File: config.mk
export PLATFORM = sky130hd
export DESIGN_NAME = oka_split_issue
export DESIGN_NICKNAME = d
export VERILOG_FILES = /design/src/rtl/oka_split_issue.sv
export SDC_FILE = /design/constraint.sdc
export NUM_CORES = 1
export LEC_CHECK = 0
export ABC_AREA = 1
export CAP_MARGIN = 15
export CORE_MARGIN = 8
export CORE_UTILIZATION = 52
export CTS_BUF_LIST = sky130_fd_sc_hd__clkbuf_2 sky130_fd_sc_hd__clkbuf_4 sky130_fd_sc_hd__clkbuf_8
export DETAILED_ROUTE_END_ITERATION = 8
export PLACE_DENSITY = 0.91
export SETUP_SLACK_MARGIN = 0.5
export SLEW_MARGIN = 40
export SYNTH_ARGS = -nofsm -noshare
export SYNTH_HDL_FRONTEND = slang
export SYNTH_SLANG_ARGS = --single-unit
File: constraint.sdc
create_clock -name clk -period 3.66 [get_ports clk]
set_input_delay 0.549 -clock clk [delete_from_list [all_inputs] [get_ports clk]]
set_output_delay 0.549 -clock clk [all_outputs]
set_load 0.01 [all_outputs]
File: src/rtl/oka_split_issue.sv
// Karatsuba operand splitter: latches an operand pair and issues the even, odd
// and GF(2) sum sub-operand pairs to a downstream sub-multiplier, one per handshake.
module oka_split_issue #(
    parameter int unsigned n = 8
) (
    input  logic             clk,
    input  logic             rst_n,
    input  logic             in_valid,
    output logic             in_ready,
    input  logic [n-1:0]     A_in,
    input  logic [n-1:0]     B_in,
    output logic             out_valid,
    input  logic             out_ready,
    output logic [n/2-1:0]   S_a,
    output logic [n/2-1:0]   S_b,
    output logic [1:0]       S_tag,
    output logic             S_last
);

    localparam int unsigned h = n / 2;

    typedef enum logic [1:0] {
        IDLE    = 2'd0,
        ISSUE_E = 2'd1,
        ISSUE_O = 2'd2,
        ISSUE_S = 2'd3
    } state_t;

    state_t         state;
    logic [n-1:0]   a_reg;
    logic [n-1:0]   b_reg;
    logic [h-1:0]   a_even, a_odd, b_even, b_odd;
    logic           in_hs;
    logic           out_hs;

    // Overlap-free split: even coefficients to one half, odd to the other.
    always_comb begin
        a_even = '0;
        a_odd  = '0;
        b_even = '0;
        b_odd  = '0;
        for (int unsigned i = 0; i < h; i++) begin
            a_even[i] = a_reg[2*i];
            a_odd[i]  = a_reg[2*i+1];
            b_even[i] = b_reg[2*i];
            b_odd[i]  = b_reg[2*i+1];
        end
    end

    // Handshake outputs are gated by rst_n so they read idle throughout reset.
    always_comb begin
        in_ready = 1'b0;
        if (rst_n) begin
            case (state)
                IDLE:    in_ready = 1'b1;
                ISSUE_S: in_ready = out_ready;
                default: in_ready = 1'b0;
            endcase
        end
    end

    assign out_valid = rst_n && (state != IDLE);
    assign in_hs     = in_valid && in_ready;
    assign out_hs    = out_valid && out_ready;

    always_comb begin
        S_a    = '0;
        S_b    = '0;
        S_tag  = 2'b00;
        S_last = 1'b0;
        if (out_valid) begin
            case (state)
                ISSUE_E: begin
                    S_a   = a_even;
                    S_b   = b_even;
                    S_tag = 2'b00;
                end
                ISSUE_O: begin
                    S_a   = a_odd;
                    S_b   = b_odd;
                    S_tag = 2'b01;
                end
                ISSUE_S: begin
                    S_a    = a_even ^ a_odd;
                    S_b    = b_even ^ b_odd;
                    S_tag  = 2'b10;
                    S_last = 1'b1;
                end
                default: ;
            endcase
        end
    end

    always_ff @(posedge clk) begin
        if (!rst_n) begin
            state <= IDLE;
            a_reg <= '0;
            b_reg <= '0;
        end else begin
            if (in_hs) begin
                a_reg <= A_in;
                b_reg <= B_in;
            end
            case (state)
                IDLE:    if (in_hs)  state <= ISSUE_E;
                ISSUE_E: if (out_hs) state <= ISSUE_O;
                ISSUE_O: if (out_hs) state <= ISSUE_S;
                ISSUE_S: if (out_hs) state <= in_hs ? ISSUE_E : IDLE;
                default: state <= IDLE;
            endcase
        end
    end

endmodule

==> summary.log <==
[run_status] run status completed
[clocking] buffer type at the clock tree root sky130_fd_sc_hd__clkbuf_4
[timing] maximum clock rate 0.3501 GHz
[timing] hold violation count in the final report 0
[drt] initial drt markers 43
[clocking] CTS tree done
[setup_path] beginning of the worst register-to-register path state[0]
[clocking] clk_lat worst skew 0.30 ns
[setup_path] crit path capture type primary output
[drt] WL/cell 13.52 um
[placement] DPL Wire Length 2152 um
[synth] ys async rst share 0%
[clocking] number of buffers inserted to repair setup after CTS 0
[synth] Yosys warning count 0
[clocking] number of gates resized after cts 0
[synth] post-synthesis average cell area 7.232 um2
[global_route] met2 track demand over resource 27.77%
[global_route] initial antenna violation count 0
[placement] routability congestion estimate 0.8169
[clocking] number of buffers inserted during clock tree synthesis 3
[timing] fin. max-slew vios 0
[floorplan] count of boundary I/O pins 33
[timing] sum of negative setup slack 0 ns
[setup_path] highest net fanout along the worst path 8
[global_route] met3 Usage GRT 3.967%
[global_route] global routing usage summed across all routing layers 15.00%
[setup_path] Startpoint Class register
[layout] layout cell share with drive strength beyond 1 8.791%
[floorplan] die area 3804 um2
[timing] headroom to the max-slew limit 76.81%
[synth] share of the synthesized area in the top cell type 33.22%
[setup_path] Worst Path Required 3.11 ns
[setup_path] Worst EP arrival 2.31 ns
[global_route] grt met1 use 15.97%
[global_route] GRT busiest layer met2
[clocking] clock net sink count 18
[timing] setup repair after global routing missed its margin false
[timing] final setup skew 0.005797 ns
[setup_path] CP endpoint S_a[3]
[drt] DRC 0
[global_route] Overflow after GRT 0
[synth] post-synthesis sequential area ratio 33.22%
[timing] Min Clock Period, post-route 2.857 ns
[power_and_ir_drop] pwr/cell area 515.8 nW/um2
[drt] total wire length after detailed routing 2826 um
[floorplan] width of the die 61.68 um
[power_and_ir_drop] Leak 0.5276 nW
[drt] Post-DRT Antenna Nets 0
[layout] net count of the finished layout 209
[synth] total nets after synthesis 176
[synth] most frequently used flop master after synthesis sky130_fd_sc_hd__dfxtp_1
[floorplan] Die Ht 61.68 um
[drt] total via count in the routed design 1090
[floorplan] row count 16
[timing] final setup violation count 0
[placement] number of port buffers 32
[timing] transition time of the tightest slew-check pin 0.3475 ns
[drt] Vias/cell 5.215
[synth] cells taking the most area after synthesis sky130_fd_sc_hd__dfxtp_1 33%, sky130_fd_sc_hd__inv_1 9.0%, sky130_fd_sc_hd__a21oi_1 8.8%
[floorplan] core footprint 1962 um2
[timing] share of the clock period used by the worst path 78.05%
[synth] Unique masters post-synth 23
[clocking] clock transition at the registers of the reported paths 0.11 ns
[run] # Max-Cap Violations 0
[setup_path] R2R Path End a_reg[4]
[setup_path] flop-to-flop setup slack 1.82 ns
[clocking] Hold Buf Count CTS 0
[drt] Pre-antenna DRT Iters 4
[setup_path] Critical path origin state[0]
[global_route] global-route wire length before repair 4416 um
[layout] Final Util 73.28%
[layout] ANT cells 0
[global_route] via count of the first global-routing pass 1054
[floorplan] initial core utilization 55.29%
[synth] number of instances in the synthesized netlist 150
[synth] flip-flop and latch count after synthesis 18
[synth] area of the mapped netlist 1085 um2
[clocking] Max H-tree Level 1
[synth] Post-synth EDFFs 0
[setup_path] R2R depth 8
[synth] top cell type by total area after synthesis sky130_fd_sc_hd__dfxtp_1
[setup_path] worst setup path class reg2out
[hold_path] class of the tightest hold or removal check reg2reg
[layout] synth-to-layout area growth 32.53%
[clocking] worst-case clock buffer depth 2
[global_route] pin count of the biggest net entering global routing 32
[power_and_ir_drop] worst supply voltage drop on vdd 0.3418 mV
==> synthesized netlist by cell type, types with 2 or more instances <==
master,n
sky130_fd_sc_hd__xnor2_1,5
sky130_fd_sc_hd__inv_1,26
sky130_fd_sc_hd__buf_6,3
sky130_fd_sc_hd__o21ai_1,15
sky130_fd_sc_hd__inv_2,2
sky130_fd_sc_hd__a21oi_1,19
sky130_fd_sc_hd__nand2_2,2
sky130_fd_sc_hd__nor2_1,8
sky130_fd_sc_hd__o21ai_0,11
sky130_fd_sc_hd__nor2_4,2
sky130_fd_sc_hd__nand2_1,16
sky130_fd_sc_hd__nand3_1,2
sky130_fd_sc_hd__o21ai_2,2
sky130_fd_sc_hd__a21oi_2,2
sky130_fd_sc_hd__ha_1,6
sky130_fd_sc_hd__o22ai_1,5
sky130_fd_sc_hd__dfxtp_1,18
==> cell type report <==
type / instances / area, um2
multi-input combinational: 99 / 574.3
fill: 164 / 524.3
sequential: 18 / 360.3
timing repair buffer: 33 / 327.8
inverter: 28 / 105.1
clock buffer: 4 / 36.28
tap: 27 / 33.78
==> where the power goes <==
group | leakage (nW) | internal (mW) | switching, mW
Sequential | 0.147 | 0.245 | 0.0367
Combinational | 0.359 | 0.133 | 0.198
Clock | 0.0210 | 0.0607 | 0.0676
==> per-layer routing <==
| layer | vias to the layer above | part of all wire, % |
|---|---|---|
| li1 | 554 | - |
| met3 | 3 | 8.1 |
| met5 | - | 0 |
| met2 | 31 | 48 |
| met1 | 502 | 43 |
| met4 | 0 | 0.81 |
==> worst min path at each step <==
stage                         from  endpoint  slack (ns)  cells after the start
after CTS                 a_reg[2]  a_reg[2]        0.48                      2
final                     a_reg[2]  a_reg[2]        0.48                      2
after global routing      b_reg[0]  b_reg[0]        0.50                      2
after global placement    b_reg[1]  b_reg[1]        0.45                      2
after detailed placement  a_reg[2]  a_reg[2]        0.46                      2
after floorplan           b_reg[1]  b_reg[1]        0.44                      2
==> cell usage in the layout, fill, tap and decap left out <==
cell,count
sky130_fd_sc_hd__o22ai_1,5
sky130_fd_sc_hd__a21oi_1,19
sky130_fd_sc_hd__inv_2,2
sky130_fd_sc_hd__nand2_1,16
sky130_fd_sc_hd__nor2_1,8
sky130_fd_sc_hd__nand4_1,1
sky130_fd_sc_hd__buf_4,1
sky130_fd_sc_hd__nand3_1,2
sky130_fd_sc_hd__clkdlybuf4s50_1,32
sky130_fd_sc_hd__o21ai_1,15
sky130_fd_sc_hd__nor2_4,2
sky130_fd_sc_hd__xnor2_1,5
sky130_fd_sc_hd__o21ai_0,11
sky130_fd_sc_hd__a21oi_2,2
sky130_fd_sc_hd__clkbuf_8,1
sky130_fd_sc_hd__nand2_2,2
sky130_fd_sc_hd__nor3_1,1
sky130_fd_sc_hd__a31oi_1,1
sky130_fd_sc_hd__nand2_4,1
sky130_fd_sc_hd__inv_1,26
sky130_fd_sc_hd__clkbuf_4,3
sky130_fd_sc_hd__o21ai_2,2
sky130_fd_sc_hd__ha_1,6
sky130_fd_sc_hd__dfxtp_1,18
==> metrics by stage <==
step | cell area, um2 | power [mW] | std cells | hold slack (ns) | worst slack (ns)
floorplan | 1085 | 0.5270 | 150 | 0.4401 | 1.725
global placement | 1401 | 0.5950 | 205 | 0.4531 | 0.9101
detailed placement | 1401 | 0.6121 | 205 | 0.4618 | 0.8547
CTS | 1438 | 0.7359 | 209 | 0.4779 | 0.8330
global route | 1438 | 0.7873 | 209 | 0.5043 | 0.6819
finish | 1438 | 0.7415 | 209 | 0.4801 | 0.8034
==> critical path, cell delays in order (launching register included) <==
cell and delay, ns:
sky130_fd_sc_hd__dfxtp_1 0.45, sky130_fd_sc_hd__inv_1 0.12, sky130_fd_sc_hd__ha_1 0.26, sky130_fd_sc_hd__nor2_4 0.21, sky130_fd_sc_hd__nand2_1 0.17, sky130_fd_sc_hd__o21ai_0 0.22, sky130_fd_sc_hd__clkdlybuf4s50_1 0.57
==> logic make-up after synthesis <==
group,Yosys count,synth area share (%)
simple gates,33,14.53
flops,18,33.22
buf+inv,33,13.84
xor+xnor,5,4.037
fa+ha+maj,6,6.920
compound gates,55,27.45
Power figures use the tool's default switching activity.
